`config.mk`:
```
export PLATFORM = sky130hd
export DESIGN_NAME = seq_stream_arbiter
export DESIGN_NICKNAME = d
export VERILOG_FILES = /design/src/rtl/seq_pkg.sv /design/src/rtl/seq_core.sv /design/src/rtl/seq_stream_arbiter.sv
export SDC_FILE = /design/constraint.sdc
export NUM_CORES = 1
export LEC_CHECK = 0
export ABC_AREA = 1
export BUFFER_PORTS_ARGS = -buffer_cell sky130_fd_sc_hd__buf_4
export CAP_MARGIN = 20
export CORE_MARGIN = 8
export CORE_UTILIZATION = 25
export CTS_BUF_LIST = sky130_fd_sc_hd__clkbuf_16
export DETAILED_ROUTE_END_ITERATION = 10
export SLEW_MARGIN = 25
export SYNTH_ARGS = -nofsm -noshare
export SYNTH_HDL_FRONTEND = slang
export SYNTH_SLANG_ARGS = --single-unit
```
`constraint.sdc`:
```
create_clock -name clk -period 3.9 [get_ports clk]
set_input_delay 0.39 -clock clk [delete_from_list [all_inputs] [get_ports clk]]
set_output_delay 0.39 -clock clk [all_outputs]
set_load 0.01 [all_outputs]
```
`src/rtl/seq_pkg.sv`:
```
// Shared constants and types for the sequence stream arbiter.
package seq_pkg;

  localparam int SEQ_W = 32;

  // Engine seeds: the stream starts 0, 1, 1, 1, 2, ...
  localparam logic [SEQ_W-1:0] SEED_T3 = 32'd0;
  localparam logic [SEQ_W-1:0] SEED_T2 = 32'd1;
  localparam logic [SEQ_W-1:0] SEED_T1 = 32'd1;

  typedef enum logic {
    IDLE   = 1'b0,
    STREAM = 1'b1
  } state_e;

endpackage

```
`src/rtl/seq_core.sv`:
```
// Padovan-style sequence engine: term = t3; step gives a(n+1) = a(n-1) + a(n-2).
module seq_core
  import seq_pkg::*;
(
  input  logic             clk,
  input  logic             reset,
  input  logic             clear,
  input  logic             step,
  output logic [SEQ_W-1:0] term
);

  logic [SEQ_W-1:0] t3, t2, t1;

  // Three-term shift with wrapping add; clear wins over step.
  always_ff @(posedge clk or posedge reset) begin
    if (reset) begin
      t3 <= SEED_T3;
      t2 <= SEED_T2;
      t1 <= SEED_T1;
    end else if (clear) begin
      t3 <= SEED_T3;
      t2 <= SEED_T2;
      t1 <= SEED_T1;
    end else if (step) begin
      t3 <= t2;
      t2 <= t1;
      t1 <= t3 + t2;
    end
  end

  assign term = t3;

endmodule

```
`src/rtl/seq_stream_arbiter.sv`:
```
// Round-robin arbiter sharing one sequence engine among NUM_REQ requesters.
// Each grant restarts the engine and streams the requested number of terms.
module seq_stream_arbiter
  import seq_pkg::*;
#(
  parameter  int NUM_REQ = 4,
  parameter  int CNT_W   = 8,
  localparam int ID_W    = (NUM_REQ > 1) ? $clog2(NUM_REQ) : 1
) (
  input  logic                     clk,
  input  logic                     reset,
  input  logic [NUM_REQ-1:0]       req_valid,
  input  logic [NUM_REQ*CNT_W-1:0] req_count,
  output logic [NUM_REQ-1:0]       req_ready,
  output logic                     out_valid,
  input  logic                     out_ready,
  output logic [SEQ_W-1:0]         out_data,
  output logic [ID_W-1:0]          out_id,
  output logic                     out_last,
  output logic                     busy
);

  // First set bit at or above p, wrapping around.
  function automatic logic [ID_W-1:0] rr_pick(input logic [NUM_REQ-1:0] v,
                                              input logic [ID_W-1:0]    p);
    logic [ID_W-1:0] pick;
    logic            found;
    int              idx;
    pick  = '0;
    found = 1'b0;
    for (int i = 0; i < NUM_REQ; i++) begin
      idx = (int'(p) + i) % NUM_REQ;
      if (!found && v[idx[ID_W-1:0]]) begin
        pick  = idx[ID_W-1:0];
        found = 1'b1;
      end
    end
    return pick;
  endfunction

  state_e           state;
  logic [ID_W-1:0]  ptr;
  logic [ID_W-1:0]  id_q;
  logic [CNT_W-1:0] remaining;

  logic [ID_W-1:0]  grant;
  logic [CNT_W-1:0] grant_cnt;
  logic             accept;
  logic             fire;
  logic [ID_W-1:0]  ptr_nxt;

  assign grant     = rr_pick(req_valid, ptr);
  assign grant_cnt = req_count[int'(grant)*CNT_W +: CNT_W];
  // Grants depend only on state and req_valid, never on out_ready.
  assign accept    = (state == IDLE) && (|req_valid) && !reset;
  assign fire      = out_valid && out_ready;
  assign ptr_nxt   = (grant == ID_W'(NUM_REQ - 1)) ? '0 : grant + 1'b1;

  // One-hot accept strobe for the selected requester.
  always_comb begin
    req_ready = '0;
    if (accept) req_ready[grant] = 1'b1;
  end

  // Grant/stream FSM; zero-count grants are consumed without leaving IDLE.
  always_ff @(posedge clk or posedge reset) begin
    if (reset) begin
      state     <= IDLE;
      ptr       <= '0;
      id_q      <= '0;
      remaining <= '0;
    end else begin
      case (state)
        IDLE: begin
          if (accept) begin
            id_q      <= grant;
            ptr       <= ptr_nxt;
            remaining <= grant_cnt;
            if (grant_cnt != '0) state <= STREAM;
          end
        end
        STREAM: begin
          if (fire) begin
            remaining <= remaining - 1'b1;
            if (out_last) state <= IDLE;
          end
        end
        default: state <= IDLE;
      endcase
    end
  end

  seq_core u_core (
    .clk   (clk),
    .reset (reset),
    .clear (accept),
    .step  (fire),
    .term  (out_data)
  );

  assign busy      = (state == STREAM);
  assign out_valid = busy;
  assign out_id    = id_q;
  assign out_last  = busy && (remaining == CNT_W'(1));

endmodule

```
==> results of run 1 <==
==> kinds of logic after synthesis <==
| kind of cell | synth area share (%) |
|---|---|
| buffers and inverters | 8.650 |
| AOI/OAI and AO/OA | 18.44 |
| xor gates and xnor gates | 1.349 |
| and+or+nand+nor | 22.10 |
| DFF | 42.03 |
| adders and majority gates | 7.436 |
==> power by group <==
part	total, mW	switching, mW	internal [mW]
logic	3.75	2.38	1.37
registers	2.00	0.352	1.65
clock network	0.923	0.427	0.495
total	6.68	3.16	3.52
==> area by class of cell <==
| class | instances | area [µm²] |
|---|---|---|
| inverter | 114 | 437.9 |
| clock inverter | 7 | 66.31 |
| sequential | 109 | 2730 |
| multi-input combinational | 602 | 3213 |
| tap | 335 | 419.2 |
| fill | 2695 | 18030 |
| timing repair buffer | 85 | 638.1 |
| clock buffer | 9 | 225.2 |
==> worst max path at each step <==
stage                              from                   endpoint  slack [ns]  cells past startpoint
2_1_floorplan                     reset             busy$_DFF_PP0_        0.64                      1
3_3_place_gp   u_core.t2[0]$_DFFE_PP1P_  u_core.t1[26]$_DFFE_PP0P_        1.32                     16
3_5_place_dp   u_core.t2[0]$_DFFE_PP1P_  u_core.t1[30]$_DFFE_PP0P_        1.26                     16
4_1_cts              ptr[0]$_DFFE_PP0P_               req_ready[3]        0.97                     10
5_1_grt              ptr[0]$_DFFE_PP0P_               req_ready[3]        0.81                     12
6_report             ptr[0]$_DFFE_PP0P_               req_ready[3]        0.99                     10
==> per-stage QoR <==
step | worst slack (ns) | area (µm²) | hold WS (ns)
after detailed placement | 1.264 | 7438 | 0.4663
after floorplan | 0.6394 | 6495 | 0.4494
after CTS | 0.9653 | 7730 | 0.2458
after global placement | 1.324 | 7436 | 0.4639
final | 0.9885 | 7730 | 0.2035
after global routing | 0.8068 | 7730 | 0.2850
==> registers in the layout, indices dropped and copies added, names as in the netlist <==
register	cells
u_core.t2	32
out_id	2
u_core.term	32
busy	1
remaining	8
ptr	2
u_core.t1	32
==> cells in the mapped netlist (2+ instances only) <==
master    instances
a21o_1            2
a21oi_1          63
buf_2             4
buf_6             2
clkbuf_1         21
dfrtp_1         107
dfstp_2           2
ha_1             37
inv_1           109
inv_2             3
nand2_1         197
nand2_2           3
nand2_4           2
nand3_1          53
nand3b_1          3
nand4_1           3
nor2_1           58
nor3_1            6
nor4_1            2
o21ai_0          97
o21ai_1           2
o21bai_1          3
o22ai_1          46
o31ai_1           2
xnor2_1           2
xor2_1            8
==> routing by layer <==
layer | up-vias | share of wire [%] | wire length (µm)
li1 | 2967 | - | -
met1 | 2756 | 45 | 7840
met2 | 86 | 49 | 8532
met3 | 17 | 3.1 | 527
met4 | 0 | 2.2 | 375
met5 | - | 0 | 0
==> impl_metrics.tcl, run 1 <==
set metrics [dict create \
    clk_pin_slew_ns 0.07 \
    top_usage_layer "met2" \
    firstDrtPassIters 5 \
    utilization_pct 30.00 \
    h-tree-depth 3 \
    pin_count 80 \
    ys_seq_elements 109 \
    power_mw 6.675 \
    synth_cell_types 42 \
    rr_endpoint "u_core.t1[26]$_DFFE_PP0P_" \
    port-buffer-count 79 \
    drive_gt1_share_pct 13.17 \
    place.detailed.hpwl_um 12630 \
    gr-total-overflow 0 \
    drt-initial-drc-count 382 \
    period_needed_ns 2.911 \
    synthFlopType "dfrtp_1" \
    seq_area_frac_synth_pct 42.03 \
    slew_headroom_pct 46.24 \
    dieHeight_um 177.2 \
    area_delta_synth_final_pct 19.01 \
    cts_hold_buf 0 \
    period_share_pct 74.65 \
    ant_nets 0 \
    grt_max_degree 71 \
    syn_area_per_cell_um2 7.614 \
    p_leak_nw 3.709 \
    synthArstFlopShare_pct 100.0 \
    vias 5826 \
    rr_worst_depth 16 \
    grt_pass1_wl_um 29130 \
    final_common_cell "nand2_1" \
    rsz0062_at_grt "no" \
    layout_common_cells "196 x nand2_1, 108 x inv_1, 107 x dfrtp_1, 97 x o21ai_0, 85 x buf_4" \
    final_cells 1261 \
    grt_pass1_vias 5855 \
    dieWidth_um 177.2 \
    cp.required_ns 3.51 \
    synth_area_um2 6495 \
    clock-sinks 109 \
    antenna_cells 0 \
    grt_util_all_layers_pct 11.31 \
    worstPathMaxFanout 20 \
    yosys.area.top_type_share_pct 41.23 \
    cts_tree "yes" \
    path_buf_inv 3 \
    numCtsBuffers 9 \
    slowest_stage "dfrtp_1" \
    cp_cell_sequence "inv_6 > nand2_1 > and2_4 > a21oi_4 > nand4_4 > nand2_4 > ha_1 > inv_1 > nor2_1 > buf_4" \
    dieArea_um2 31390 \
    hp-class "input pin to asynchronous set/reset pin" \
    status "finished clean" \
    synth_area_leaders "dfrtp_1 41%, nand2_1 11%, o21ai_0 7.5%" \
    peakVddDrop_v 0.0003058 \
    r2r-start "u_core.t2[0]$_DFFE_PP1P_" \
    cp-start-kind "flop" \
    wirelength_um 17280 \
    critical-path-max-stage-delay_ns 0.50 \
    fin_worst_skew_ns 0.009792 \
    cts_setup_buffers 0 \
    p_per_area_nw_per_um2 863.6 \
    yosysTopAreaCell "dfrtp_1" \
    clock_path_buffers 2 \
    vias_per_cell 4.620 \
    gp_congestion 0.8531 \
    crit_family "simple AND/OR/NAND/NOR gates" \
    rows 59 \
    grt.met1_usage_pct 14.20 \
    cp.arrival_ns 2.52 \
    core_um2 25760 \
    initial_core_util_pct 25.21 \
    wire_per_inst_um 13.70 \
    ys_warn_count 0 \
    end_kind "output port" \
    synth_edf_count 0 \
    netlist_instances 853 \
    cts_resized 0 \
    worst_pin_slew_ns 0.8064 \
    finalHoldViolations 0 \
    gr-usage-met2_pct 19.34 \
    setup.worst_path.class "flop to output port" \
    antenna_found_initial 0 \
    cts-root-buf "clkbuf_16" \
    met3_usage_pct 1.686 \
    drc_errors 0 \
    fin_nets 998 \
    placed_cells_incl_taps 1245 \
    r2r_slack_ns 1.25 \
    setup_viol 0 \
    cap_violations 0 \
    synth_nets 930 \
    finalMaxSlewViolations 0 \
    clk_latency_ns 0.35 \
    setup_tns_ns 0 \
    max_freq_mhz 343.5 \
]
Note: power is estimated with default switching activity, not from simulation.
==> run 2, diff against run 1 <==
--- a/config.mk
+++ b/config.mk
@@ -5,7 +5,7 @@
 export SDC_FILE = /design/constraint.sdc
 export NUM_CORES = 1
 export LEC_CHECK = 0
-export ABC_AREA = 1
+export ABC_AREA = 0
 export BUFFER_PORTS_ARGS = -buffer_cell sky130_fd_sc_hd__buf_4
 export CAP_MARGIN = 20
 export CORE_MARGIN = 8
==> constraint.sdc (replaced) <==
create_clock -name clk -period 2.89 [get_ports clk]
set_input_delay 0.289 -clock clk [delete_from_list [all_inputs] [get_ports clk]]
set_output_delay 0.289 -clock clk [all_outputs]
set_load 0.01 [all_outputs]
==> impl_metrics.tcl, run 2 <==
set metrics [dict create \
    status "finished clean" \
    synth_most_common_cell "nand2_1" \
    slew_headroom_pct 60.16 \
    max_freq_mhz 374.2 \
    ys_warn_count 0 \
    seq_area_frac_synth_pct 41.18 \
    place.detailed.hpwl_um 12060 \
    netlist_instances 767 \
    synthArstFlopShare_pct 100.0 \
    numCtsBuffers 9 \
    cts_hold_buf 0 \
    grt_max_degree 77 \
    antenna_cells 0 \
    cap_violations 0 \
    drt-initial-drc-count 337 \
    r2r_slack_ns 0.22 \
    drive_gt1_share_pct 16.51 \
    end_kind "flop" \
    antenna_found_initial 0 \
    synth_edf_count 0 \
    p_leak_nw 3.559 \
    drc_errors 0 \
    power_mw 4.793 \
    layout_common_cells "175 x nand2_1, 110 x o21ai_0, 107 x dfrtp_1, 90 x buf_4, 43 x nor2_1" \
    dieArea_um2 31990 \
    worst_pin_slew_ns 0.5971 \
    core_um2 26060 \
    cts-root-buf "clkbuf_16" \
    cts_setup_buffers 0 \
    seqPwrFrac_pct 40.6 \
    rsz0062_at_grt "no" \
    fill_cells 2781 \
    fin_worst_skew_ns 0.007848 \
    synth_area_um2 6630 \
    finalMaxSlewViolations 0 \
    rows 59 \
    clk_pin_slew_ns 0.07 \
    cp.required_ns 3.14 \
    critPathLaunch "u_core.t2[0]$_DFFE_PP1P_" \
    cts_tree "yes" \
    wirelength_um 16850 \
    yosysTopAreaCell "dfrtp_1" \
    port-buffer-count 79 \
    grt_pass1_wl_um 28730 \
    finalHoldViolations 0 \
    firstDrtPassIters 4 \
    peakVddDrop_v 0.0002761 \
    pwr-share-comb_pct 33.7 \
    fin_nets 902 \
    ant_nets 0 \
    clk_latency_ns 0.36 \
    period_needed_ns 2.672 \
    syn_area_per_cell_um2 8.644 \
    worstPathMaxFanout 4 \
    clock_path_buffers 2 \
    setup.worst_path.class "flop to flop" \
    synthFlopType "dfrtp_1" \
    grt_util_all_layers_pct 10.88 \
    rr_worst_depth 11 \
    cp.arrival_ns 2.92 \
    p_int_mw 3.071 \
    endpoint "u_core.t1[28]$_DFFE_PP0P_" \
    dieWidth_um 178.9 \
    ys_seq_elements 109 \
    cp-start-kind "flop" \
    cts_resized 0 \
    pin_count 80 \
    initial_core_util_pct 25.44 \
    synth_area_leaders "dfrtp_1 40%, nand2_1 10%, o21ai_0 8.3%" \
    power_frac_clock_pct 25.7 \
    period_share_pct 92.47 \
    dieHeight_um 178.9 \
    setup_tns_ns 0 \
    r2r-start "u_core.t2[0]$_DFFE_PP1P_" \
    h-tree-depth 3 \
    p_switching_mw 1.721 \
    wire_per_inst_um 14.46 \
    yosys.area.top_type_share_pct 40.38 \
    switching_share_pct 35.91 \
    gp_congestion 0.8002 \
    synth_nets 844 \
    grt_pass1_vias 5688 \
    yosys-top-cells-count "176 x nand2_1, 110 x o21ai_0, 107 x dfrtp_1, 43 x nor2_1" \
    rr_endpoint "u_core.t1[28]$_DFFE_PP0P_" \
    setup_viol 0 \
    gr-total-overflow 0 \
    vias_per_cell 4.773 \
    final_common_cell "nand2_1" \
    p_per_area_nw_per_um2 608.2 \
    vias 5561 \
    synth_cell_types 66 \
    clock-sinks 109 \
    hp-class "input pin to asynchronous set/reset pin" \
    area_delta_synth_final_pct 18.85 \
]
[run 2: cell count changes in the layout (fill, tap and decap cells not counted), sizes merged, moves of 22 or more]
| cell | previous run | this run |
|---|---|---|
| inv | 115 | 16 |
| mux2i | 0 | 22 |
| nand3 | 54 | 22 |
| nand2 | 202 | 176 |
| o22ai | 46 | 0 |
| a21oi | 64 | 36 |
[run 2: cell families after synthesis]
kind of cell	synth area share, %
flops	41.18
compound gates	21.27
simple gates	17.74
xor+xnor	3.435
fa+ha+maj	7.284
buf+inv	4.076
mux	5.020
[run 2: worst min path at each step]
stage / end / from / slack (ns) / cells after the start
finish: remaining[5]$_DFFE_PP0P_ / reset / 0.01 / 2
global route: remaining[5]$_DFFE_PP0P_ / reset / 0.05 / 2
CTS: remaining[3]$_DFFE_PP0P_ / reset / 0.02 / 2
detailed placement: remaining[5]$_DFFE_PP0P_ / reset / 0.42 / 2
global placement: remaining[5]$_DFFE_PP0P_ / reset / 0.41 / 2
floorplan: u_core.t2[1]$_DFFE_PP0P_ / u_core.t1[1]$_DFFE_PP0P_ / 0.45 / 2
[run 2: metal layers]
layer | global-route usage, % | up-vias | wire, µm
met4 | 2.032 | 0 | 105
li1 | - | 2787 | -
met1 | 14.15 | 2673 | 8149
met3 | 3.623 | 7 | 997
met5 | 0 | - | 0
met2 | 17.39 | 94 | 7594
[run 2: worst max-delay path: stages, from the launching register on]
cell and delay (ns):
dfstp_2 0.54, ha_1 0.16, inv_1 0.05, fa_1 0.39, nor2b_1 0.11, o21ai_0 0.11, a21oi_2 0.25, o21ai_1 0.13
a31oi_1 0.28, o21bai_1 0.13, a21o_1 0.17, a32o_1 0.24
[run 2: metrics by stage]
step | std cells | cell area (µm²) | hold slack (ns) | utilization (%) | setup slack (ns)
5_1_grt | 1165 | 7880 | 0.04917 | 30.24 | 0.006198
3_5_place_dp | 1149 | 7595 | 0.4168 | 29.14 | 0.09021
3_3_place_gp | 1149 | 7595 | 0.4117 | 29.14 | 0.1413
6_report | 1165 | 7880 | 0.01245 | 30.24 | 0.2177
2_1_floorplan | 767 | 6634 | 0.4481 | - | 0.3421
4_1_cts | 1165 | 7876 | 0.02482 | 30.23 | 0.07776
[run 2: cell type report]
class / count / area, µm² / share of cell area (%)
multi-input combinational: 596 / 3666 / 46.52
sequential: 109 / 2730 / 34.65
clock buffer: 9 / 225.2 / 2.858
tap: 335 / 419.2 / 5.319
clock inverter: 7 / 56.30 / 0.7145
timing repair buffer: 92 / 715.7 / 9.082
inverter: 17 / 67.56 / 0.8574
[run 2: power by group through the flow]
stage,Combinational [mW],Clock (mW),Sequential (mW)
6_report,1.61,1.23,1.95
5_1_grt,1.83,1.34,1.99
4_1_cts,1.65,1.28,1.95
3_5_place_dp,1.64,0,1.98
3_3_place_gp,1.62,0,1.97
2_1_floorplan,1.16,0,1.95
==> run 3, diff against run 2 <==
--- a/config.mk
+++ b/config.mk
@@ -8,10 +8,13 @@
 export ABC_AREA = 0
 export BUFFER_PORTS_ARGS = -buffer_cell sky130_fd_sc_hd__buf_4
 export CAP_MARGIN = 20
+export CELL_PAD_IN_SITES_DETAIL_PLACEMENT = 1
+export CELL_PAD_IN_SITES_GLOBAL_PLACEMENT = 2
 export CORE_MARGIN = 8
 export CORE_UTILIZATION = 25
 export CTS_BUF_LIST = sky130_fd_sc_hd__clkbuf_16
 export DETAILED_ROUTE_END_ITERATION = 10
+export PLACE_DENSITY_LB_ADDON = 0.1
 export SLEW_MARGIN = 25
 export SYNTH_ARGS = -nofsm -noshare
 export SYNTH_HDL_FRONTEND = slang
==> impl_metrics.tcl, run 3 (same netlist as run 2, synthesis figures left out) <==
set metrics [dict create \
    max_freq_mhz 374.9 \
    ant_nets 0 \
    cap_violations 0 \
    area_delta_synth_final_pct 19.19 \
    end_kind "output port" \
    dp_slack_ns 0.1318 \
    fin_nets 907 \
    vias 5707 \
    antenna_found_initial 0 \
    firstDrtPassIters 4 \
    hp-class "input pin to asynchronous set/reset pin" \
    register_area_um2 2730 \
    setup.worst_path.class "flop to output port" \
    finalHoldViolations 0 \
    setup_viol 0 \
    place.detailed.hpwl_um 14890 \
    placed_cells_incl_taps 1154 \
    fin_area_um2 7903 \
    worst_pin_slew_ns 0.8458 \
    final_common_cell "nand2_1" \
    multiInputGateArea_um2 3682 \
    port-buffer-count 79 \
    pin_count 80 \
    utilization_pct 30.33 \
    cp.required_ns 2.60 \
    h-tree-depth 3 \
    gp_congestion 0.7467 \
    drc_errors 0 \
    fill_cells 3078 \
    period_share_pct 92.31 \
    clock_path_buffers 2 \
    clk_pin_slew_ns 0.08 \
    cts-root-buf "clkbuf_16" \
    initial_core_util_pct 25.44 \
    setup_ws_ns 0.2224 \
    period_needed_ns 2.668 \
    cp.arrival_ns 2.38 \
    fin_worst_skew_ns 0.01297 \
    finalMaxSlewViolations 0 \
    final_cells 1170 \
    grt_pass1_vias 6397 \
    core_um2 26060 \
    setup_tns_ns 0 \
    clk_latency_ns 0.36 \
    p_per_area_nw_per_um2 618.3 \
    rows 59 \
    crit_family "buffers and inverters" \
    numCtsBuffers 9 \
    worstPathMaxFanout 20 \
    grt_pass1_wl_um 34580 \
    wirelength_um 20650 \
    p_leak_nw 3.568 \
    antenna_cells 0 \
    dieWidth_um 178.9 \
    path_buf_inv 3 \
    drt-initial-drc-count 258 \
    wire_per_inst_um 17.65 \
    cts_resized 0 \
    status "finished clean" \
    cts_tree "yes" \
    layout_common_cells "175 x nand2_1, 110 x o21ai_0, 107 x dfrtp_1, 97 x buf_4, 42 x nor2_1" \
    cts_hold_buf 0 \
    clock-sinks 109 \
    slowest_stage "dfrtp_1" \
    slew_headroom_pct 43.61 \
    vias_per_cell 4.878 \
    cp-start-kind "flop" \
    dieHeight_um 178.9 \
    power_mw 4.887 \
    cp_cell_sequence "nand2b_1 > and3_1 > a311oi_4 > buf_4 > inv_1 > ha_1 > and2_1 > buf_4" \
    grt_max_degree 77 \
    rsz0062_at_grt "no" \
    critical-path-max-stage-delay_ns 0.45 \
    hold-worst-slack_ns 0.1079 \
    dieArea_um2 31990 \
    placed_area_um2 7610 \
    gr-total-overflow 0 \
    grt_util_all_layers_pct 13.35 \
    crit_path_frequent_cell "buf_4" \
    cts_setup_buffers 0 \
    drive_gt1_share_pct 17.72 \
    peakVddDrop_v 0.0002600 \
]
## run 3: cell count changes in the layout (fill, tap and decap cells not counted), sizes merged
cell	change
buf	+5
clkinv	-2
clkinvlp	+2
bufinv	-1
inv	+1
## run 3: worst paths after layout
check,start,to,slack (ns),cells after the start
max,ptr[1]$_DFFE_PP0P_,req_ready[0],0.22,8
min,reset,busy$_DFF_PP0_,0.11,2
max reg2reg,u_core.term[6]$_DFFE_PP0P_,u_core.t1[25]$_DFFE_PP0P_,0.24,9
min reg2reg,u_core.t1[16]$_DFFE_PP0P_,u_core.t2[16]$_DFFE_PP0P_,0.49,2
max in group asynchronous,reset,u_core.t1[0]$_DFFE_PP1P_,1.91,3
min in group clk,out_ready,busy$_DFF_PP0_,0.31,4
## run 3: layout make-up
cell class	instances	share of cell area (%)
repair buffers	97	9.215
inverters	17	0.8550
clock buffers	9	2.850
clock inverters	7	0.6333
multi-input cells	596	46.60
flip-flops and latches	109	34.55
well taps	335	5.304
## run 3: worst reg2reg max path: cells and delay by family (launching register included)
kind | cells | cell delay, ns
AOI/OAI and AO/OA | 6 | 1.34
adders and majority gates | 1 | 0.38
DFF | 1 | 0.41
muxes | 1 | 0.31
and+or+nand+nor | 1 | 0.10
## run 3: layer usage
layer  track usage (%)  up-vias  part of all wire, %
met5                 0        -                    0
met4             1.550        0                 0.37
met3             3.496        7                  4.3
met2             22.34       79                   47
met1             17.48     2836                   48
li1                  -     2785                    -
## run 3: power breakdown
group	total (mW)	internal, mW	switching, mW
combinational	1.70	0.666	1.03
clock	1.23	0.589	0.645
sequential	1.96	1.75	0.203
